--- src/rtl/ddfs_pkg.sv ---
// Shared types and constants for the DDFS block family.
// Sweeper state, configuration bundle and default widths.
package ddfs_pkg;

    localparam int DDFS_FREQ_WIDTH  = 32;
    localparam int DDFS_DWELL_WIDTH = 16;

    typedef enum logic [1:0] {
        IDLE,
        SWEEP,
        DONE
    } sweep_state_t;

    typedef struct packed {
        logic                        mode;
        logic [DDFS_FREQ_WIDTH-1:0]  start;
        logic [DDFS_FREQ_WIDTH-1:0]  stop;
        logic [DDFS_FREQ_WIDTH-1:0]  step;
        logic [DDFS_DWELL_WIDTH-1:0] dwell;
    } sweep_cfg_t;

endpackage

--- src/rtl/ddfs_dwell_timer.sv ---
// Loadable down-counter timing how long each sweep word is held.
// Saturates at zero; zero flag tells the sweeper to step.
module ddfs_dwell_timer
    import ddfs_pkg::*;
#(
    parameter int DWELL_WIDTH = DDFS_DWELL_WIDTH
) (
    input  logic                   clk,
    input  logic                   rst_n,
    input  logic                   load,
    input  logic [DWELL_WIDTH-1:0] value,
    input  logic                   enable,
    output logic                   zero
);

    logic [DWELL_WIDTH-1:0] count;

    always_ff @(posedge clk or negedge rst_n) begin
        if (!rst_n) begin
            count <= '0;
        end else if (load) begin
            count <= value;
        end else if (enable && (count != '0)) begin
            count <= count - 1'b1;
        end
    end

    assign zero = (count == '0);

endmodule

--- src/rtl/ddfs_freq_sweeper.sv ---
// Linear frequency sweep source feeding the DDFS frequency word.
// Single-shot or continuous, each word held a programmable dwell.
module ddfs_freq_sweeper
    import ddfs_pkg::*;
#(
    parameter int FREQ_WIDTH  = DDFS_FREQ_WIDTH,
    parameter int DWELL_WIDTH = DDFS_DWELL_WIDTH
) (
    input  logic                   i_clk,
    input  logic                   i_rst,
    input  logic                   i_start,
    input  logic                   i_abort,
    input  logic                   i_mode,
    input  logic [FREQ_WIDTH-1:0]  i_start_freq,
    input  logic [FREQ_WIDTH-1:0]  i_stop_freq,
    input  logic [FREQ_WIDTH-1:0]  i_step,
    input  logic [DWELL_WIDTH-1:0] i_dwell,
    output logic [FREQ_WIDTH-1:0]  o_freq_control,
    output logic                   o_freq_valid,
    output logic                   o_busy,
    output logic                   o_done
);

    sweep_state_t           state, state_nxt;
    sweep_cfg_t             cfg, cfg_nxt;
    logic [FREQ_WIDTH-1:0]  freq, freq_nxt;
    logic                   valid, valid_nxt;
    logic                   busy, busy_nxt;
    logic                   done, done_nxt;
    logic                   tmr_load, tmr_enable, tmr_zero;
    logic [DWELL_WIDTH-1:0] tmr_value, dwell_eff;
    logic [FREQ_WIDTH:0]    sum;
    logic                   in_range;

    ddfs_dwell_timer #(
        .DWELL_WIDTH(DWELL_WIDTH)
    ) u_timer (
        .clk   (i_clk),
        .rst_n (i_rst),
        .load  (tmr_load),
        .value (tmr_value),
        .enable(tmr_enable),
        .zero  (tmr_zero)
    );

    assign dwell_eff = (i_dwell == '0) ? DWELL_WIDTH'(1) : i_dwell;
    // Carry-out counts as past the stop word, so the sweep never wraps.
    assign sum      = {1'b0, freq} + {1'b0, cfg.step};
    assign in_range = !sum[FREQ_WIDTH] &&
                      (sum[FREQ_WIDTH-1:0] <= cfg.stop);

    always_comb begin
        state_nxt  = state;
        cfg_nxt    = cfg;
        freq_nxt   = freq;
        valid_nxt  = 1'b0;
        busy_nxt   = busy;
        done_nxt   = 1'b0;
        tmr_load   = 1'b0;
        tmr_enable = 1'b0;
        tmr_value  = cfg.dwell - DWELL_WIDTH'(1);
        unique case (state)
            IDLE: begin
                if (i_start && !i_abort) begin
                    cfg_nxt.mode  = i_mode;
                    cfg_nxt.start = i_start_freq;
                    cfg_nxt.stop  = i_stop_freq;
                    cfg_nxt.step  = i_step;
                    cfg_nxt.dwell = dwell_eff;
                    state_nxt     = SWEEP;
                    freq_nxt      = i_start_freq;
                    valid_nxt     = 1'b1;
                    busy_nxt      = 1'b1;
                    tmr_load      = 1'b1;
                    tmr_value     = dwell_eff - DWELL_WIDTH'(1);
                end
            end
            SWEEP: begin
                if (i_abort) begin
                    state_nxt = IDLE;
                    busy_nxt  = 1'b0;
                end else if (!tmr_zero) begin
                    tmr_enable = 1'b1;
                end else if (in_range) begin
                    freq_nxt  = sum[FREQ_WIDTH-1:0];
                    valid_nxt = 1'b1;
                    tmr_load  = 1'b1;
                end else if (cfg.mode) begin
                    freq_nxt  = cfg.start;
                    valid_nxt = 1'b1;
                    tmr_load  = 1'b1;
                end else begin
                    state_nxt = DONE;
                    busy_nxt  = 1'b0;
                    done_nxt  = 1'b1;
                end
            end
            DONE: begin
                state_nxt = IDLE;
            end
            default: begin
                state_nxt = IDLE;
                busy_nxt  = 1'b0;
            end
        endcase
    end

    always_ff @(posedge i_clk or negedge i_rst) begin
        if (!i_rst) begin
            state <= IDLE;
            cfg   <= '0;
            freq  <= '0;
            valid <= 1'b0;
            busy  <= 1'b0;
            done  <= 1'b0;
        end else begin
            state <= state_nxt;
            cfg   <= cfg_nxt;
            freq  <= freq_nxt;
            valid <= valid_nxt;
            busy  <= busy_nxt;
            done  <= done_nxt;
        end
    end

    assign o_freq_control = freq;
    assign o_freq_valid   = valid;
    assign o_busy         = busy;
    assign o_done         = done;

endmodule

--- config.mk ---
export PLATFORM = sky130hd
export DESIGN_NAME = ddfs_freq_sweeper
export DESIGN_NICKNAME = d
export VERILOG_FILES = /design/src/rtl/ddfs_pkg.sv /design/src/rtl/ddfs_dwell_timer.sv /design/src/rtl/ddfs_freq_sweeper.sv
export SDC_FILE = /design/constraint.sdc
export NUM_CORES = 1
export LEC_CHECK = 0
export BUFFER_PORTS_ARGS = -buffer_cell sky130_fd_sc_hd__buf_4
export CORE_MARGIN = 2
export CORE_UTILIZATION = 52
export DETAILED_ROUTE_END_ITERATION = 8
export GPL_ROUTABILITY_DRIVEN = 1
export GPL_TIMING_DRIVEN = 0
export PLACE_DENSITY = 0.77
export SLEW_MARGIN = 15
export SYNTH_ARGS = -nofsm -noshare
export SYNTH_HDL_FRONTEND = slang
export SYNTH_SLANG_ARGS = --single-unit
--- constraint.sdc ---
create_clock -name i_clk -period 4.5 [get_ports i_clk]
set_input_delay 0.9 -clock i_clk [delete_from_list [all_inputs] [get_ports i_clk]]
set_output_delay 0.9 -clock i_clk [all_outputs]
set_load 0.05 [all_outputs]
==> impl_metrics.yaml, run 1 <==
routing:
  wl_mm: 31.5
  wl_per_cell_um: 18.7
  drcViolationCount: 0
  drt_iter0_markers: 945
  final_antenna_net_count: 0
  routed_via_density: 5.82
  drtPass1Iterations: 8
  vias: 9812
floorplanning:
  rows: 51
  initial_core_util_pct: 52.8
  die_area_sq_um: 20800
  io_pins: 152
  die_height_um: 144
  core_sq_um: 19300
  dieWidth_um: 144
worst_setup_path:
  required_ns: 4.85
  reg2reg_slack_ns: -0.46
  crit_fanout: 6
  crit_buf_inv: 3
  critPathMaxStageDelay_ns: 0.44
  critPathLaunch: "o_freq_control[2]"
  timing.rr.end: "u_timer.count[11]"
  cp-end-kind: "flop"
  critical_path_arrival_ns: 5.31
  critPathKind: "reg2reg"
  crit_top_cell: "a21oi_2"
  crit_family: "compound AO/OA/AOI/OAI gates"
  worstPathCellList: "ha_4 -> o211a_1 -> a211o_1 -> a211oi_4 -> a21oi_2 -> a221o_1 -> a21oi_2 -> xnor2_2 -> ha_1 -> nand4_1 -> nor4_2 -> nand3_1 -> buf_4 -> a22oi_2 -> o211ai_2 -> buf_6 -> buf_8 -> a21oi_4 -> a211oi_2 -> a21oi_1"
  cpMaxStageDelayCell: "dfrtp_2"
  timing.rr.start: "o_freq_control[2]"
  ff2ff_path_depth: 20
  cp-start-kind: "flop"
timing:
  setup_viol: 52
  drv_slew: 0
  fin_hold_ws_ns: 0.432
  max_freq_mhz: 202
  skew_ns: 0.00868
  max_slew_margin_pct: 38.2
  worst_pin_slew_ns: 0.927
  grt_setup_unrepaired: "yes"
  period_needed_ns: 4.96
  worst_slack_ns: -0.460
  fin_crit_sh_pct: 110
  hold_viol: 0
clocking:
  htreeDepth: 4
  cts_tree: "built"
  cts.sinks: 166
  cts_buffers: 17
  clk_latency_ns: 0.44
  root_buffer: "clkbuf_16"
  clockBufferDepth: 2
  clk_pin_slew_ns: 0.07
  hold_buffers: 0
global_routing:
  grt_pass1_vias: 9581
  antenna_found_initial: 0
  grt_max_degree: 88
  grt_pass1_wl_mm: 49.2
  grt_use_total_pct: 30.7
  gr-total-overflow: 0
layout:
  nets: 1593
  num_antenna_cells: 0
  syn2layout_area_growth_pct: 28.5
  drive_gt1_share_pct: 21.9
  design_area_sq_um: 13100
  fillers: 1572
run:
  cap_violations: 0
synth:
  synth_warnings: 0
  synth_seq_area_share_pct: 40.7
  synth.cell_area_sq_um: 10200
  ys_top_cells_by_area: "dfrtp_1 (41%), nand2_1 (12%), ha_1 (8.2%)"
  syn_inst: 1206
  syn-num-nets: 1391
  synthArstFlopShare_pct: 100
  yosysMostFrequentCell: "nand2_1"
  synthFlopType: "dfrtp_1"
  netlist.area_leader.share_pct: 40.7
  synth_common_cells: "nand2_1 (324), dfrtp_1 (166), nor2_1 (73)"
  synthDistinctLibCells: 70
  syn_area_per_cell_sq_um: 8.46
  yosysTopAreaCell: "dfrtp_1"
  synth_edf_count: 0
  synth_seq_cells: 166
status:
  outcome: "complete, but fails checks"
  violations: "negative setup slack"
place:
  place_area_sq_um: 11800
  dp_hpwl_mm: 22.2
  gp_congestion: 0.918
  numPortBuffers: 151
power_and_ir_drop:
  p_per_area_nw_per_um2: 639
  ir_drop_uv: 529
  cellLeakagePower_nw: 6.42
hold_path:
  hold_class: "in2async"
## per-stage QoR
stage	worst slack (ns)	cells	TNS, ns	total power, W	util, %
3_5_place_dp	-0.655	1623	-25.88	0.00623	61.3
2_1_floorplan	-0.0638	1206	-0.0690	0.00509	-
6_report	-0.460	1686	-15.80	0.00838	67.8
5_1_grt	-0.632	1686	-24.48	0.00887	67.8
3_3_place_gp	-0.549	1622	-22.95	0.00609	61.1
4_1_cts	-0.320	1675	-11.70	0.00809	66.6
## state kept, by name, indices dropped and copies added (netlist names)
register and flops:
o_freq_control 32, o_done 1, u_timer.count 16, cfg 113
o_busy 1, o_freq_valid 1, state 2
## routing by layer
layer | track usage, % | share of wire [%] | up-vias
li1 | - | - | 4566
met1 | 41.8 | 42 | 4671
met2 | 47.8 | 46 | 492
met3 | 5.10 | 8.1 | 83
met4 | 14.7 | 3.8 | 0
met5 | 0 | 0 | -
## cell type report
type,count,area (sq um),area share (%)
clock inverter,8,124,0.945
buffer,52,278,2.12
tap,265,332,2.53
inverter,54,205,1.57
sequential,166,4170,31.8
clock buffer,24,472,3.60
timing repair buffer,185,1460,11.1
multi-input combinational,932,6080,46.4
## worst reg2reg max path, stage by stage, from the launching register on
cell and delay (ns):
dfrtp_2 0.44, ha_4 0.27, o211a_1 0.22, a211o_1 0.38, a211oi_4 0.32, a21oi_2 0.11
a221o_1 0.41, a21oi_2 0.20, xnor2_2 0.09, ha_1 0.32, nand4_1 0.19, nor4_2 0.38
nand3_1 0.15, buf_4 0.16, a22oi_2 0.21, o211ai_2 0.15, buf_6 0.17, buf_8 0.14
a21oi_4 0.26, a211oi_2 0.12, a21oi_1 0.20
## cells in the final DEF, fill, tap and decap left out, drive strengths merged, types with 6 or more instances in the layout
cell type,instances
or3,7
a21o,39
mux2i,27
o21a,6
a211oi,33
buf,195
nor4,14
nand2b,9
ha,67
nor2,74
a31oi,6
nand4,16
a21oi,58
inv,54
xnor2,42
o21ai,66
dfrtp,166
and2,7
clkbuf,66
nor3,26
xor2,23
nand3,12
o211ai,12
nand2,324
## where the power goes
group | switching, W | total [W] | internal (W)
clock | 0.000615 | 0.00152 | 0.000902
combinational | 0.00277 | 0.00472 | 0.00195
sequential | 0.000309 | 0.00215 | 0.00184
total | 0.00369 | 0.00838 | 0.00469
## kinds of logic (layout without fill, tap and decap cells)
family / count (synthesis) / in the layout / synth area share [%]
flip-flops: 166 / 166 / 40.7
multiplexers: 31 / 31 / 3.09
AND/OR/NAND/NOR: 511 / 511 / 21.5
AO/OA/AOI/OAI: 257 / 257 / 16.6
XOR/XNOR: 65 / 65 / 5.58
adder cells (fa/ha/maj): 68 / 68 / 8.41
buffers and inverters: 108 / 323 / 4.13
## what timing repair did
item                                   4_1_cts  5_1_grt
setup endpoints to repair                   53       53
buffers inserted                            18       12
pin swaps                                   22       26
gates cloned                                 2        1
endpoints found under the hold margin        0        0
gates resized for setup                     58       36
## how the worst max path moves through the flow
stage / cells after the start / slack (ns) / to
finish: 20 / -0.46 / u_timer.count[11]
global route: 20 / -0.63 / u_timer.count[11]
CTS: 19 / -0.32 / o_freq_control[28]
detailed placement: 20 / -0.66 / u_timer.count[14]
global placement: 20 / -0.55 / o_freq_control[31]
floorplan: 19 / -0.06 / o_freq_control[28]
Note: power is estimated with default switching activity, not from simulation.
==> inputs of run 2 (changes only) <==
--- a/config.mk
+++ b/config.mk
@@ -11,7 +11,7 @@
 export DETAILED_ROUTE_END_ITERATION = 8
 export GPL_ROUTABILITY_DRIVEN = 1
 export GPL_TIMING_DRIVEN = 0
-export PLACE_DENSITY = 0.77
+export PLACE_DENSITY = 0.88
 export SLEW_MARGIN = 15
 export SYNTH_ARGS = -nofsm -noshare
 export SYNTH_HDL_FRONTEND = slang
==> run 2 against run 1 <==
The flow still finishes with violations (negative setup slack). Total power grew 6.6%. Non-clock buffer count increased by 8. Clock power is 3% higher. Global-route usage grew 0.41 points. Combinational power increased by 10%. Worst hold slack better by 0.0026 ns. Largest cell class unchanged. Via count is 4.4% higher. Worst setup slack worse by 0.39 ns. Highest routed layer is now met5. Core utilization rose by 2.0 points.
==> impl_metrics.yaml, run 2 (same netlist as run 1, synthesis figures left out) <==
status:
  outcome: "complete, but fails checks"
  violations: "negative setup slack"
global_routing:
  grt_pass1_vias: 9692
  grt_pass1_wl_mm: 49.9
  grt_use_total_pct: 31.1
  grt_max_degree: 88
  antenna_found_initial: 1
  gr-total-overflow: 0
power_and_ir_drop:
  p_per_area_nw_per_um2: 662
  p_sw_share_pct: 44.7
  internal-power_w: 0.00494
  ir_drop_uv: 468
  combinationalPowerShare_pct: 58.3
  p_switching_w: 0.00400
  pwr-share-seq_pct: 24.2
  cellLeakagePower_nw: 6.58
  clock_power_share_pct: 17.5
floorplanning:
  io_pins: 152
  core_sq_um: 19300
  rows: 51
  die_area_sq_um: 20800
  die_height_um: 144
  initial_core_util_pct: 52.8
  dieWidth_um: 144
clocking:
  clk_latency_ns: 0.44
  hold_buffers: 0
  clockBufferDepth: 2
  root_buffer: "clkbuf_16"
  cts_tree: "built"
  cts.sinks: 166
  htreeDepth: 4
  clk_pin_slew_ns: 0.07
  cts_buffers: 17
timing:
  worst_slack_ns: -0.848
  max_freq_mhz: 187
  fin_hold_ws_ns: 0.435
  max_slew_margin_pct: 41.1
  drv_slew: 0
  fin_crit_sh_pct: 119
  hold_viol: 0
  skew_ns: 0.0119
  period_needed_ns: 5.35
  setup_viol: 53
  grt_setup_unrepaired: "yes"
  worst_pin_slew_ns: 0.884
layout:
  final_common_cell: "nand2_1"
  multi_input_area_sq_um: 6300
  largest_reg_flops: 113
  fillers: 1386
  regMostFlops: "cfg"
  layout_common_cells: "nand2_1 (320), buf_4 (182), dfrtp_1 (157), nor2_1 (70), ha_1 (59)"
  syn2layout_area_growth_pct: 32.4
  drive_gt1_share_pct: 24.4
  num_antenna_cells: 0
  final-instance-count-excl-fill: 1695
  seq_area_sq_um: 4170
  nets: 1602
place:
  dp_cells: 1623
  pre_cts_slack_ns: -0.593
  dp_hpwl_mm: 22.4
  numPortBuffers: 151
  gp_congestion: 0.941
routing:
  drtPass1Iterations: 7
  vias: 10246
  routed_via_density: 6.04
  wl_per_cell_um: 20.3
  wl_mm: 34.4
  drt_iter0_markers: 1316
  drcViolationCount: 0
  final_antenna_net_count: 0
worst_setup_path:
  timing.rr.start: "o_freq_control[1]"
  required_ns: 4.86
  critPathMaxStageDelay_ns: 0.46
  cp-start-kind: "flop"
  critical_path_arrival_ns: 5.70
  cp-end-kind: "flop"
  crit_fanout: 6
  critPathKind: "reg2reg"
  worstPathCellList: "ha_4 -> a211o_1 -> a211o_1 -> a211oi_4 -> a21oi_2 -> a221o_1 -> a21oi_2 -> xnor2_2 -> ha_1 -> nand4_1 -> buf_4 -> nor3_4 -> a2111oi_2 -> o21ai_1 -> a22oi_2 -> o211ai_2 -> buf_6 -> buf_8 -> a21oi_4 -> a211oi_2 -> a21oi_1"
  cpMaxStageDelayCell: "dfrtp_2"
  critPathLaunch: "o_freq_control[1]"
hold_path:
  hold_class: "in2async"
run:
  cap_violations: 0
-- run 2: changes by cell type in the layout (fill, tap and decap cells not counted), moves of 2 or more --
cell | before | now
o21ai_1 | 15 | 11
buf_4 | 178 | 182
clkinv_2 | 2 | 4
nand2_1 | 322 | 320
buf_12 | 1 | 4
nor3_1 | 23 | 20
a211oi_2 | 8 | 25
nor3_4 | 1 | 3
o21ai_4 | 0 | 2
a211oi_1 | 22 | 4
clkbuf_2 | 2 | 0
nor2_1 | 68 | 70
clkbuf_16 | 18 | 20
-- run 2: layout make-up --
| class | instances | area share, % |
|---|---|---|
| clock inverter | 10 | 1.15 |
| clock buffer | 22 | 3.36 |
| tap | 265 | 2.46 |
| sequential | 166 | 30.8 |
| buffer | 52 | 2.19 |
| timing repair buffer | 193 | 11.8 |
| multi-input combinational | 933 | 46.6 |
| inverter | 54 | 1.54 |
-- run 2: worst paths after layout --
path                            slack (ns)                end  depth (start not counted)
worst max-delay path                 -0.85   u_timer.count[5]                         21
worst min-delay path                  0.43            cfg[33]                          1
worst max register to register       -0.85   u_timer.count[5]                         21
worst min register to register        0.48            cfg[86]                          2
max in group asynchronous             3.17  o_freq_control[4]                          2
min in group i_clk                    0.48            cfg[86]                          2
-- run 2: critical path: cells and delay by family (launching register included) --
| family | cells | cell delay (ns) |
|---|---|---|
| buffers and inverters | 3 | 0.49 |
| adders and majority gates | 2 | 0.51 |
| xor gates and xnor gates | 1 | 0.15 |
| and+or+nand+nor | 2 | 0.29 |
| DFF | 1 | 0.46 |
| AOI/OAI and AO/OA | 13 | 3.36 |
-- run 2: power groups by stage --
| stage | logic, W | registers (W) | clock network, W |
|---|---|---|---|
| after floorplan | 0.00264 | 0.00244 | 0 |
| final | 0.00521 | 0.00216 | 0.00157 |
| after CTS | 0.00436 | 0.00214 | 0.00155 |
| after detailed placement | 0.00405 | 0.00216 | 0 |
| after global routing | 0.00554 | 0.00219 | 0.00162 |
| after global placement | 0.00391 | 0.00214 | 0 |
-- run 2: repair_timing --
action                     in CTS  in global routing
gates resized for setup        59                 84
setup buffers                  15                 22
cloned                          4                  1
setup endpoints to repair      53                 53
pin swaps                      15                 39
-- run 2: layer usage --
layer  GRT usage [%]  routed length (um)
met5               0                  13
met4            14.1                1830
met3            6.16                3250
met2            50.8               16300
met1            40.0               13000
-- run 2: through the flow --
step	total power (W)	util, %	instance area, sq um	setup TNS [ns]
global placement	0.00605	61.1	11800	-21.18
CTS	0.00805	66.6	12900	-20.96
detailed placement	0.00620	61.3	11800	-24.32
finish	0.00894	69.8	13500	-38.99
floorplan	0.00509	-	10300	-0.0690
global route	0.00935	69.8	13500	-47.38
==> inputs of run 3 (changes only) <==
--- a/config.mk
+++ b/config.mk
@@ -11,7 +11,7 @@
 export DETAILED_ROUTE_END_ITERATION = 8
 export GPL_ROUTABILITY_DRIVEN = 1
 export GPL_TIMING_DRIVEN = 0
-export PLACE_DENSITY = 0.88
+export PLACE_DENSITY = 0.85
 export SLEW_MARGIN = 15
 export SYNTH_ARGS = -nofsm -noshare
 export SYNTH_HDL_FRONTEND = slang
==> run 3 against run 2 <==
The flow still finishes with violations (negative setup slack). Sequential power barely moved. Worst hold slack improved by 0.038 ns. Wire length fell by 3.6%. Largest power group unchanged. Clock skew rose by 0.0024 ns. Register-to-register slack improved by 0.17 ns. Sequential cell count did not move. Via count fell by 1.4%. Highest routed layer is now met4. Core utilization fell by 0.67 points. Critical endpoint is now o_freq_control[31]. Critical path depth fell by 1. Cell count fell by 0.18%. Final area fell by 0.96%.
==> impl_metrics.yaml, run 3 (same netlist as run 1, synthesis figures left out) <==
power_and_ir_drop:
  cellLeakagePower_nw: 6.50
  ir_drop_uv: 426
  power_w: 0.00883
  p_per_area_nw_per_um2: 660
routing:
  final_antenna_net_count: 0
  vias: 10102
  drtPass1Iterations: 7
  drt_iter0_markers: 1036
  routed_via_density: 5.97
  drcViolationCount: 0
  wl_mm: 33.2
  wl_per_cell_um: 19.6
timing:
  period_needed_ns: 5.17
  hold_viol: 0
  grt_setup_unrepaired: "yes"
  worst_pin_slew_ns: 0.929
  max_freq_mhz: 193
  skew_ns: 0.0143
  setup_viol: 53
  fin_crit_sh_pct: 115
  max_slew_margin_pct: 38.1
  drv_slew: 0
  worst_slack_ns: -0.674
worst_setup_path:
  cpMaxStageDelayCell: "dfrtp_2"
  crit_top_cell: "a21oi_2"
  worstPathCellList: "ha_4 -> a211o_1 -> a211o_4 -> a211oi_4 -> a21oi_2 -> a221o_1 -> a21oi_2 -> xnor2_2 -> ha_1 -> nand4_1 -> nor4_4 -> nand3_2 -> and2_4 -> a22oi_2 -> o211ai_2 -> clkbuf_4 -> buf_6 -> a21oi_1 -> o21ai_1 -> a22o_1"
  cp-start-kind: "flop"
  crit_family: "compound AO/OA/AOI/OAI gates"
  worst-path-stages: 20
  ff2ff_path_depth: 20
  critPathKind: "reg2reg"
  critical_path_arrival_ns: 5.50
  crit_fanout: 10
  required_ns: 4.83
  cp-end-kind: "flop"
  crit_buf_inv: 2
  critPathMaxStageDelay_ns: 0.45
floorplanning:
  core_sq_um: 19300
  die_height_um: 144
  io_pins: 152
  rows: 51
  die_area_sq_um: 20800
  initial_core_util_pct: 52.8
  dieWidth_um: 144
layout:
  final-instance-count-excl-fill: 1692
  nets: 1599
  regMostFlops: "cfg"
  syn2layout_area_growth_pct: 31.1
  multi_input_area_sq_um: 6210
  fillers: 1462
  largest_reg_flops: 113
  final_common_cell: "nand2_1"
  num_antenna_cells: 0
  drive_gt1_share_pct: 23.1
  seq_area_sq_um: 4170
  layout_common_cells: "nand2_1 (319), buf_4 (180), dfrtp_1 (157), nor2_1 (71), ha_1 (60)"
global_routing:
  antenna_found_initial: 0
  grt_max_degree: 96
  busiest_layer: "met2"
  grtUsageMet2_pct: 50.7
  grt_pass1_vias: 9534
  use_met1_pct: 41.3
  grt_use_total_pct: 31.2
  grt_pass1_wl_mm: 49.8
  gr-total-overflow: 0
  grt.met3_usage_pct: 5.00
place:
  dp_hpwl_mm: 22.6
  numPortBuffers: 151
  gp_congestion: 0.922
  dp_cells: 1623
status:
  outcome: "complete, but fails checks"
  violations: "negative setup slack"
clocking:
  clk_latency_ns: 0.45
  clockBufferDepth: 2
  cts.sinks: 166
  htreeDepth: 4
  cts_tree: "built"
  cts_buffers: 17
  clk_pin_slew_ns: 0.07
  root_buffer: "clkbuf_16"
run:
  cap_violations: 0
hold_path:
  hold_class: "reg2reg"
  whs_path_depth: 2
-- run 3: cell types whose count changed in the layout (fill, tap and decap cells not counted), sizes merged --
cell,previous run,this run
clkinv,5,3
buf,203,201
clkinvlp,2,1
clkbuf,64,66
-- run 3: worst paths after layout --
check | endpoint | slack [ns] | startpoint
hold reg to reg | cfg[84] | 0.47 | cfg[84]
max in group asynchronous | o_freq_control[0] | 3.13 | i_rst
setup reg to reg | o_freq_control[31] | -0.67 | o_freq_control[1]
setup / recovery | o_freq_control[31] | -0.67 | o_freq_control[1]
min in group asynchronous | cfg[94] | 0.50 | i_rst
hold / removal | cfg[84] | 0.47 | cfg[84]
-- run 3: repair_timing --
item                       4_1_cts  5_1_grt
pin swaps                       21       28
setup endpoints to repair       53       53
resized for setup               55       75
hold buffers                     0        0
cloned                           5        2
buffers inserted                16       20
-- run 3: worst min-delay path, cell delays in order (launching register included) --
cell and delay, ns:
dfrtp_1 0.34, nand2_1 0.05, nand2_1 0.05
-- run 3: cell type report --
class	count	share of cell area, %
Buffer	50	1.95
Timing Repair Buffer	192	11.7
Sequential cell	166	31.1
Clock inverter	7	1.06
Multi-Input combinational cell	933	46.4
Clock buffer	25	3.70
Inverter	54	1.55
Tap cell	265	2.48
-- run 3: report_power, final --
part / total, W / switching [W] / internal, W / leakage, nW
Clock: 0.00162 / 0.000633 / 0.000990 / 0.308
Combinational: 0.00505 / 0.00293 / 0.00213 / 4.17
Sequential: 0.00216 / 0.000316 / 0.00184 / 2.03
-- run 3: metrics by stage --
stage / TNS [ns] / worst slack, ns / area (sq um) / utilization (%) / hold WS (ns)
floorplan: -0.0690 / -0.0638 / 10300 / - / 0.437
global placement: -24.58 / -0.598 / 11800 / 61.1 / 0.450
detailed placement: -27.66 / -0.664 / 11800 / 61.3 / 0.458
CTS: -11.30 / -0.340 / 13000 / 67.0 / 0.474
global route: -31.96 / -0.741 / 13400 / 69.2 / 0.497
finish: -27.09 / -0.674 / 13400 / 69.2 / 0.473
-- run 3: routing by layer --
metal	part of all wire [%]	wire [um]	vias to the layer above
met5	0	0	-
met1	40	13400	4821
met4	4.9	1620	0
met3	8.4	2780	138
li1	-	-	4574
met2	46	15400	569
